$ cat config.mk
export PLATFORM = sky130hd
export DESIGN_NAME = mem_arbiter_flat
export DESIGN_NICKNAME = d
export VERILOG_FILES = /design/src/rtl/mem_arbiter_pkg.sv /design/src/rtl/mem_arbiter_if.sv /design/src/rtl/mem_arbiter_timer.sv /design/src/rtl/mem_arbiter.sv /design/src/flat_wrapper.sv
export SDC_FILE = /design/constraint.sdc
export NUM_CORES = 1
export LEC_CHECK = 0
export ABC_AREA = 1
export BUFFER_PORTS_ARGS = -buffer_cell sky130_fd_sc_hd__buf_2
export CELL_PAD_IN_SITES_DETAIL_PLACEMENT = 0
export CELL_PAD_IN_SITES_GLOBAL_PLACEMENT = 1
export CORE_MARGIN = 2
export CORE_UTILIZATION = 34
export DETAILED_ROUTE_END_ITERATION = 10
export GPL_TIMING_DRIVEN = 0
export HOLD_SLACK_MARGIN = 0.02
export PLACE_DENSITY = 0.92
export REMOVE_ABC_BUFFERS = 1
export SYNTH_ARGS = -nofsm -noshare
export SYNTH_HDL_FRONTEND = slang
export SYNTH_SLANG_ARGS = --single-unit
$ cat constraint.sdc
create_clock -name clk_i -period 6 [get_ports clk_i]
set_clock_uncertainty 0.2 [all_clocks]
set_input_delay 0.9 -clock clk_i [delete_from_list [all_inputs] [get_ports clk_i]]
set_output_delay 0.9 -clock clk_i [all_outputs]
set_load 0.02 [all_outputs]
$ cat src/rtl/mem_arbiter_pkg.sv
// Shared definitions for the instruction/data memory-port arbiter.
package mem_arbiter_pkg;

  localparam int AW_DEF      = 32;
  localparam int TIMEOUT_DEF = 255;

  typedef enum logic [2:0] {
    ST_IDLE  = 3'd0,
    ST_DATA  = 3'd1,
    ST_FETCH = 3'd2,
    ST_RESP  = 3'd3,
    ST_ERROR = 3'd4
  } arb_state_e;

endpackage

$ cat src/rtl/mem_arbiter_if.sv
// Fetch, data and memory-port signals of the arbiter; names are from the arbiter's side.
interface mem_arbiter_if #(parameter int AW = 32) ();

  logic          if_req_i;
  logic [AW-1:0] if_addr_i;
  logic [AW-1:0] if_rdata_o;
  logic          if_ack_o;

  logic          dm_req_i;
  logic          dm_we_i;
  logic [AW-1:0] dm_addr_i;
  logic [AW-1:0] dm_wdata_i;
  logic [AW-1:0] dm_rdata_o;
  logic          dm_ack_o;

  logic          mem_req_o;
  logic          mem_we_o;
  logic [AW-1:0] mem_addr_o;
  logic [AW-1:0] mem_wdata_o;
  logic [AW-1:0] mem_rdata_i;
  logic          mem_ack_i;

  logic          stall_o;
  logic          err_o;

  modport slave (
    input  if_req_i, if_addr_i, dm_req_i, dm_we_i, dm_addr_i, dm_wdata_i,
           mem_rdata_i, mem_ack_i,
    output if_rdata_o, if_ack_o, dm_rdata_o, dm_ack_o,
           mem_req_o, mem_we_o, mem_addr_o, mem_wdata_o, stall_o, err_o
  );

  modport master (
    output if_req_i, if_addr_i, dm_req_i, dm_we_i, dm_addr_i, dm_wdata_i,
           mem_rdata_i, mem_ack_i,
    input  if_rdata_o, if_ack_o, dm_rdata_o, dm_ack_o,
           mem_req_o, mem_we_o, mem_addr_o, mem_wdata_o, stall_o, err_o
  );

endinterface

$ cat src/rtl/mem_arbiter_timer.sv
// Wait-cycle counter for an outstanding memory access; hit_o flags the
// cycle whose missing ack would make the wait reach TIMEOUT.
module mem_arb_timer #(
  parameter int TIMEOUT = 255
) (
  input  logic clk_i,
  input  logic rst_i,
  input  logic clr_i,
  input  logic en_i,
  output logic hit_o
);

  logic [7:0] cnt_q, cnt_d;
  logic [8:0] cnt_inc;

  assign cnt_inc = {1'b0, cnt_q} + 9'd1;

  always_comb begin
    cnt_d = cnt_q;
    if (clr_i)     cnt_d = '0;
    else if (en_i) cnt_d = cnt_inc[7:0];
  end

  always_ff @(posedge clk_i or posedge rst_i) begin
    if (rst_i) cnt_q <= '0;
    else       cnt_q <= cnt_d;
  end

  assign hit_o = en_i && (cnt_inc == 9'(TIMEOUT));

endmodule

$ cat src/rtl/mem_arbiter.sv
// Single-port memory arbiter between instruction fetch and data access;
// data has priority, one access in flight, sticky timeout error.
module mem_arbiter
  import mem_arbiter_pkg::*;
#(
  parameter int TIMEOUT = TIMEOUT_DEF,
  parameter int AW      = AW_DEF
) (
  input  logic          clk_i,
  input  logic          rst_i,
  mem_arbiter_if.slave  bus
);

  arb_state_e    state_q;
  logic          gnt_dm_q;
  logic          mem_req_q, mem_we_q;
  logic [AW-1:0] mem_addr_q, mem_wdata_q;
  logic          if_ack_q, dm_ack_q;
  logic [AW-1:0] if_rdata_q, dm_rdata_q;
  logic          err_q;
  logic          tmr_clr, tmr_en, tmr_hit;

  // Held clear while idle so every new access starts counting from zero.
  assign tmr_clr = (state_q == ST_IDLE);
  assign tmr_en  = mem_req_q & ~bus.mem_ack_i;

  mem_arb_timer #(.TIMEOUT(TIMEOUT)) u_timer (
    .clk_i (clk_i),
    .rst_i (rst_i),
    .clr_i (tmr_clr),
    .en_i  (tmr_en),
    .hit_o (tmr_hit)
  );

  always_ff @(posedge clk_i or posedge rst_i) begin
    if (rst_i) begin
      state_q     <= ST_IDLE;
      gnt_dm_q    <= 1'b0;
      mem_req_q   <= 1'b0;
      mem_we_q    <= 1'b0;
      mem_addr_q  <= '0;
      mem_wdata_q <= '0;
      if_ack_q    <= 1'b0;
      dm_ack_q    <= 1'b0;
      if_rdata_q  <= '0;
      dm_rdata_q  <= '0;
      err_q       <= 1'b0;
    end else begin
      if_ack_q <= 1'b0;
      dm_ack_q <= 1'b0;
      case (state_q)
        ST_IDLE: begin
          if (bus.dm_req_i) begin
            state_q     <= ST_DATA;
            gnt_dm_q    <= 1'b1;
            mem_req_q   <= 1'b1;
            mem_we_q    <= bus.dm_we_i;
            mem_addr_q  <= bus.dm_addr_i;
            mem_wdata_q <= bus.dm_wdata_i;
          end else if (bus.if_req_i) begin
            state_q     <= ST_FETCH;
            gnt_dm_q    <= 1'b0;
            mem_req_q   <= 1'b1;
            mem_we_q    <= 1'b0;
            mem_addr_q  <= bus.if_addr_i;
            mem_wdata_q <= '0;
          end
        end
        ST_DATA, ST_FETCH: begin
          // An ack in the timeout cycle still completes the access.
          if (bus.mem_ack_i) begin
            state_q   <= ST_RESP;
            mem_req_q <= 1'b0;
            if (gnt_dm_q) begin
              dm_ack_q   <= 1'b1;
              dm_rdata_q <= mem_we_q ? '0 : bus.mem_rdata_i;
            end else begin
              if_ack_q   <= 1'b1;
              if_rdata_q <= bus.mem_rdata_i;
            end
          end else if (tmr_hit) begin
            state_q   <= ST_ERROR;
            mem_req_q <= 1'b0;
            err_q     <= 1'b1;
          end
        end
        ST_RESP:  state_q <= ST_IDLE;
        ST_ERROR: state_q <= ST_ERROR;
        default:  state_q <= ST_IDLE;
      endcase
    end
  end

  assign bus.mem_req_o   = mem_req_q;
  assign bus.mem_we_o    = mem_we_q;
  assign bus.mem_addr_o  = mem_addr_q;
  assign bus.mem_wdata_o = mem_wdata_q;
  assign bus.if_ack_o    = if_ack_q;
  assign bus.dm_ack_o    = dm_ack_q;
  assign bus.if_rdata_o  = if_rdata_q;
  assign bus.dm_rdata_o  = dm_rdata_q;
  assign bus.err_o       = err_q;
  assign bus.stall_o     = (bus.dm_req_i & ~dm_ack_q) | (bus.if_req_i & ~if_ack_q) |
                           (state_q == ST_ERROR);

endmodule

$ cat src/flat_wrapper.sv
// flat-port wrapper written by rule: the top's interface ports become plain ports
module mem_arbiter_flat import mem_arbiter_pkg::*;
#(
  parameter int TIMEOUT = TIMEOUT_DEF,
  parameter int AW      = AW_DEF
)
  (clk_i, rst_i, bus_if_req_i, bus_if_addr_i, bus_dm_req_i, bus_dm_we_i, bus_dm_addr_i, bus_dm_wdata_i, bus_mem_rdata_i, bus_mem_ack_i, bus_if_rdata_o, bus_if_ack_o, bus_dm_rdata_o, bus_dm_ack_o, bus_mem_req_o, bus_mem_we_o, bus_mem_addr_o, bus_mem_wdata_o, bus_stall_o, bus_err_o);
  mem_arbiter_if #(.AW(AW)) bus_i ();
  input  logic clk_i;
  input  logic rst_i;
  input wire logic [$bits(bus_i.if_req_i)-1:0] bus_if_req_i;
  input wire logic [$bits(bus_i.if_addr_i)-1:0] bus_if_addr_i;
  input wire logic [$bits(bus_i.dm_req_i)-1:0] bus_dm_req_i;
  input wire logic [$bits(bus_i.dm_we_i)-1:0] bus_dm_we_i;
  input wire logic [$bits(bus_i.dm_addr_i)-1:0] bus_dm_addr_i;
  input wire logic [$bits(bus_i.dm_wdata_i)-1:0] bus_dm_wdata_i;
  input wire logic [$bits(bus_i.mem_rdata_i)-1:0] bus_mem_rdata_i;
  input wire logic [$bits(bus_i.mem_ack_i)-1:0] bus_mem_ack_i;
  output wire logic [$bits(bus_i.if_rdata_o)-1:0] bus_if_rdata_o;
  output wire logic [$bits(bus_i.if_ack_o)-1:0] bus_if_ack_o;
  output wire logic [$bits(bus_i.dm_rdata_o)-1:0] bus_dm_rdata_o;
  output wire logic [$bits(bus_i.dm_ack_o)-1:0] bus_dm_ack_o;
  output wire logic [$bits(bus_i.mem_req_o)-1:0] bus_mem_req_o;
  output wire logic [$bits(bus_i.mem_we_o)-1:0] bus_mem_we_o;
  output wire logic [$bits(bus_i.mem_addr_o)-1:0] bus_mem_addr_o;
  output wire logic [$bits(bus_i.mem_wdata_o)-1:0] bus_mem_wdata_o;
  output wire logic [$bits(bus_i.stall_o)-1:0] bus_stall_o;
  output wire logic [$bits(bus_i.err_o)-1:0] bus_err_o;
  assign bus_i.if_req_i = bus_if_req_i;
  assign bus_i.if_addr_i = bus_if_addr_i;
  assign bus_i.dm_req_i = bus_dm_req_i;
  assign bus_i.dm_we_i = bus_dm_we_i;
  assign bus_i.dm_addr_i = bus_dm_addr_i;
  assign bus_i.dm_wdata_i = bus_dm_wdata_i;
  assign bus_i.mem_rdata_i = bus_mem_rdata_i;
  assign bus_i.mem_ack_i = bus_mem_ack_i;
  assign bus_if_rdata_o = bus_i.if_rdata_o;
  assign bus_if_ack_o = bus_i.if_ack_o;
  assign bus_dm_rdata_o = bus_i.dm_rdata_o;
  assign bus_dm_ack_o = bus_i.dm_ack_o;
  assign bus_mem_req_o = bus_i.mem_req_o;
  assign bus_mem_we_o = bus_i.mem_we_o;
  assign bus_mem_addr_o = bus_i.mem_addr_o;
  assign bus_mem_wdata_o = bus_i.mem_wdata_o;
  assign bus_stall_o = bus_i.stall_o;
  assign bus_err_o = bus_i.err_o;
  mem_arbiter #(.TIMEOUT(TIMEOUT), .AW(AW)) u_core (.clk_i(clk_i), .rst_i(rst_i), .bus(bus_i));
endmodule
==> metrics.cfg <==
[yosys]
synth_edf_count = 0
synth-seq-area-share_pct = 58.51
yosysTopAreaCellShare_pct = 58.51
synthCells = 713
synth_cell_types = 27
synth_flop_cell = dfrtp_1
ys_warn_count = 0
async_flop_share_pct = 100.0
avgSynthCellArea_um2 = 8.697
synth_top_area_cell = dfrtp_1
synth_area_leaders = dfrtp_1, nand2_1, nand3_1, nor2_1, o31ai_1
netlist_area_um2 = 6201
ys_ff_latch = 145

[global_route]
grt_pass1_wl_um = 29770
antenna_found_initial = 0
grt_max_degree = 79
overflow = 0
track_usage_pct = 19.23
first_global_vias = 5488

[drt]
via_per_inst = 4.743
drtIter0Drc = 321
route.vias.total = 5701
wl_per_cell_um = 15.22
wl_um = 18300
drc = 0
firstDrtPassIters = 5
ant_nets = 0

[worst_setup_path]
cp-start-kind = primary input
rrSetupSlack_ns = 3.02
critPathCapture = bus_stall_o
worstSetupPathType = primary input to primary output
reg2reg_from = u_core.state_q[2]$_DFFE_PP0P_
startpoint = bus_dm_req_i
r2r_end = u_core.bus.if_rdata_o[16]$_DFFE_PP0P_
cp_data_arrival_time_ns = 3.46
cp_max_fo = 69
reg2regPathDepth = 6
cp.required_ns = 4.90
setup.worst_path.end_class = primary output

[pwr]
switching_power_uw = 2020
clock_power_share_pct = 23.5
p_leak_uw = 0.004609
pwr-share-comb_pct = 42.5
powerDensity_nw_per_um2 = 566.5
p_int_uw = 2703
switching_share_pct = 42.76
peakVddDrop_mv = 0.2305
pwr-share-seq_pct = 34.0

[cts]
cts_resized = 0
clk_root_buffer_cell = clkbuf_16
cts_hold_buf = 0
tritoncts.num_buffers = 17
clock-sinks = 145
clkTransAtPathRegs_ns = 0.07
clkLatencyLatePin_ns = 0.42
cts_tree = done
post_cts.repair.setup_buffers = 0
clockBufferDepth = 2
htree_num_levels = 4

[floorplanning]
start_util_pct = 34.64
die_h_um = 139.1
die_width_um = 139.1
core_area_um2 = 17900
rows = 49
io_pins = 268
fp.dieArea_um2 = 19330

[cells_and_area]
design_area_um2 = 8337
stdcell_count = 1202
fill_cells = 1770
syn2layout_area_growth_pct = 34.44
drive_above_1_share_pct = 32.48
nets = 1096
diodes = 0

[hold_path]
worstHoldPathType = register to register

[placement]
gp_congestion = 0.8177
placed_area_um2 = 7721
numPortBuffers = 267
dp_hpwl_um = 12240
dp.cells = 1170
dp_slack_ns = 0.7770

[timing]
timing.final.crit_period_ns = 4.556
hold_slack_ns = 0.2640
finalMaxSlewViolations = 0
setup_tns_ns = 0
worst_pin_slew_ns = 1.137
rsz0062_at_grt = no
max_freq_ghz = 0.2195
setup_slack_ns = 1.444
setup_viol = 0
period_share_pct = 75.93
slew_headroom_pct = 24.09
finalHoldViolCount = 0

[outcome]
status = completed

[flow_run]
drv_cap = 0

## stage by stage
step / total power, uW / util [%]
global placement: 3536 / 42.31
detailed placement: 3643 / 43.13
CTS: 4771 / 46.55
global route: 5046 / 46.57
floorplan: 2808 / -
finish: 4723 / 46.57
## power by group through the flow
stage | Clock [uW] | Combinational [uW] | Sequential (uW)
3_5_place_dp | 0 | 2030 | 1610
4_1_cts | 1130 | 2040 | 1600
2_1_floorplan | 0 | 716 | 2090
6_report | 1110 | 2010 | 1600
3_3_place_gp | 0 | 1930 | 1600
5_1_grt | 1180 | 2210 | 1650
## per-layer routing
layer  GRT usage, %  share of wire, %  vias to the layer above  wire, um
li1               -                 -                     2803         -
met3          4.454               4.9                       32       893
met2          30.67                49                      170      8945
met5              0                 0                        -         0
met1          25.48                44                     2696      8006
met4          7.656               2.5                        0       450
## worst min-delay path by stage
stage                                                start                                endpoint  slack, ns  cells past startpoint
global placement      u_core.bus.if_rdata_o[6]$_DFFE_PP0P_    u_core.bus.if_rdata_o[6]$_DFFE_PP0P_       0.25                      2
global route        u_core.bus.mem_wdata_o[26]$_DFFE_PP0P_  u_core.bus.mem_wdata_o[26]$_DFFE_PP0P_       0.28                      2
finish               u_core.bus.if_rdata_o[27]$_DFFE_PP0P_   u_core.bus.if_rdata_o[27]$_DFFE_PP0P_       0.26                      2
detailed placement    u_core.bus.if_rdata_o[6]$_DFFE_PP0P_    u_core.bus.if_rdata_o[6]$_DFFE_PP0P_       0.25                      2
CTS                 u_core.bus.mem_wdata_o[24]$_DFFE_PP0P_  u_core.bus.mem_wdata_o[24]$_DFFE_PP0P_       0.27                      2
floorplan                    u_core.state_q[1]$_DFFE_PP0P_           u_core.state_q[1]$_DFFE_PP0P_       0.28                      2
## flip-flops by register name (all words and copies together), names as in the netlist, 3 cells and up
signal                  flops
u_core.bus.dm_rdata_o      32
u_core.bus.if_rdata_o      32
u_core.bus.mem_addr_o      32
u_core.bus.mem_wdata_o     32
u_core.u_timer.cnt_q        8
u_core.state_q              3
## logic make-up (layout without fill, tap and decap cells)
group,Yosys count,count (layout),synth area share [%]
adder cells (fa/ha/maj),2,2,0.4035
AO/OA/AOI/OAI,79,79,7.930
buffers and inverters,66,326,5.367
flip-flops,145,145,58.51
AND/OR/NAND/NOR,421,421,27.78
## cell type report
cell class              instances  area (um^2)  area share, %
clock buffers                  20        456.7          5.478
multi-input cells             502         2252          27.01
flip-flops and latches        145         3628          43.52
inverters                      22        87.58          1.051
repair buffers                272         1469          17.62
clock inverters                12        156.4          1.876
well taps                     229        286.5          3.437
## critical path, cell delays in order
cell and delay (ns):
buf_4 0.59, clkinv_1 1.08, o221ai_1 0.59, buf_2 0.24
## Yosys cell counts, types with 2 or more instances
master,number
nand2_1,261
dfrtp_1,145
nor2_1,76
nand3_1,74
o21ai_0,38
o31ai_1,32
clkbuf_1,19
inv_1,19
buf_2,11
buf_4,9
buf_6,5
nor2_2,3
ha_1,2
inv_2,2
nand4_1,2
nor2_4,2
o21ai_1,2
o22ai_1,2
## layout by cell type, fill, tap and decap left out, types with 17 or more instances in the layout
cell,netlist,layout
buf_2,11,266
nand2_1,261,261
dfrtp_1,145,145
nor2_1,76,76
nand3_1,74,74
o21ai_0,38,38
o31ai_1,32,32
inv_1,19,18
clkbuf_16,0,17
Note: power is estimated with default switching activity, not from simulation.
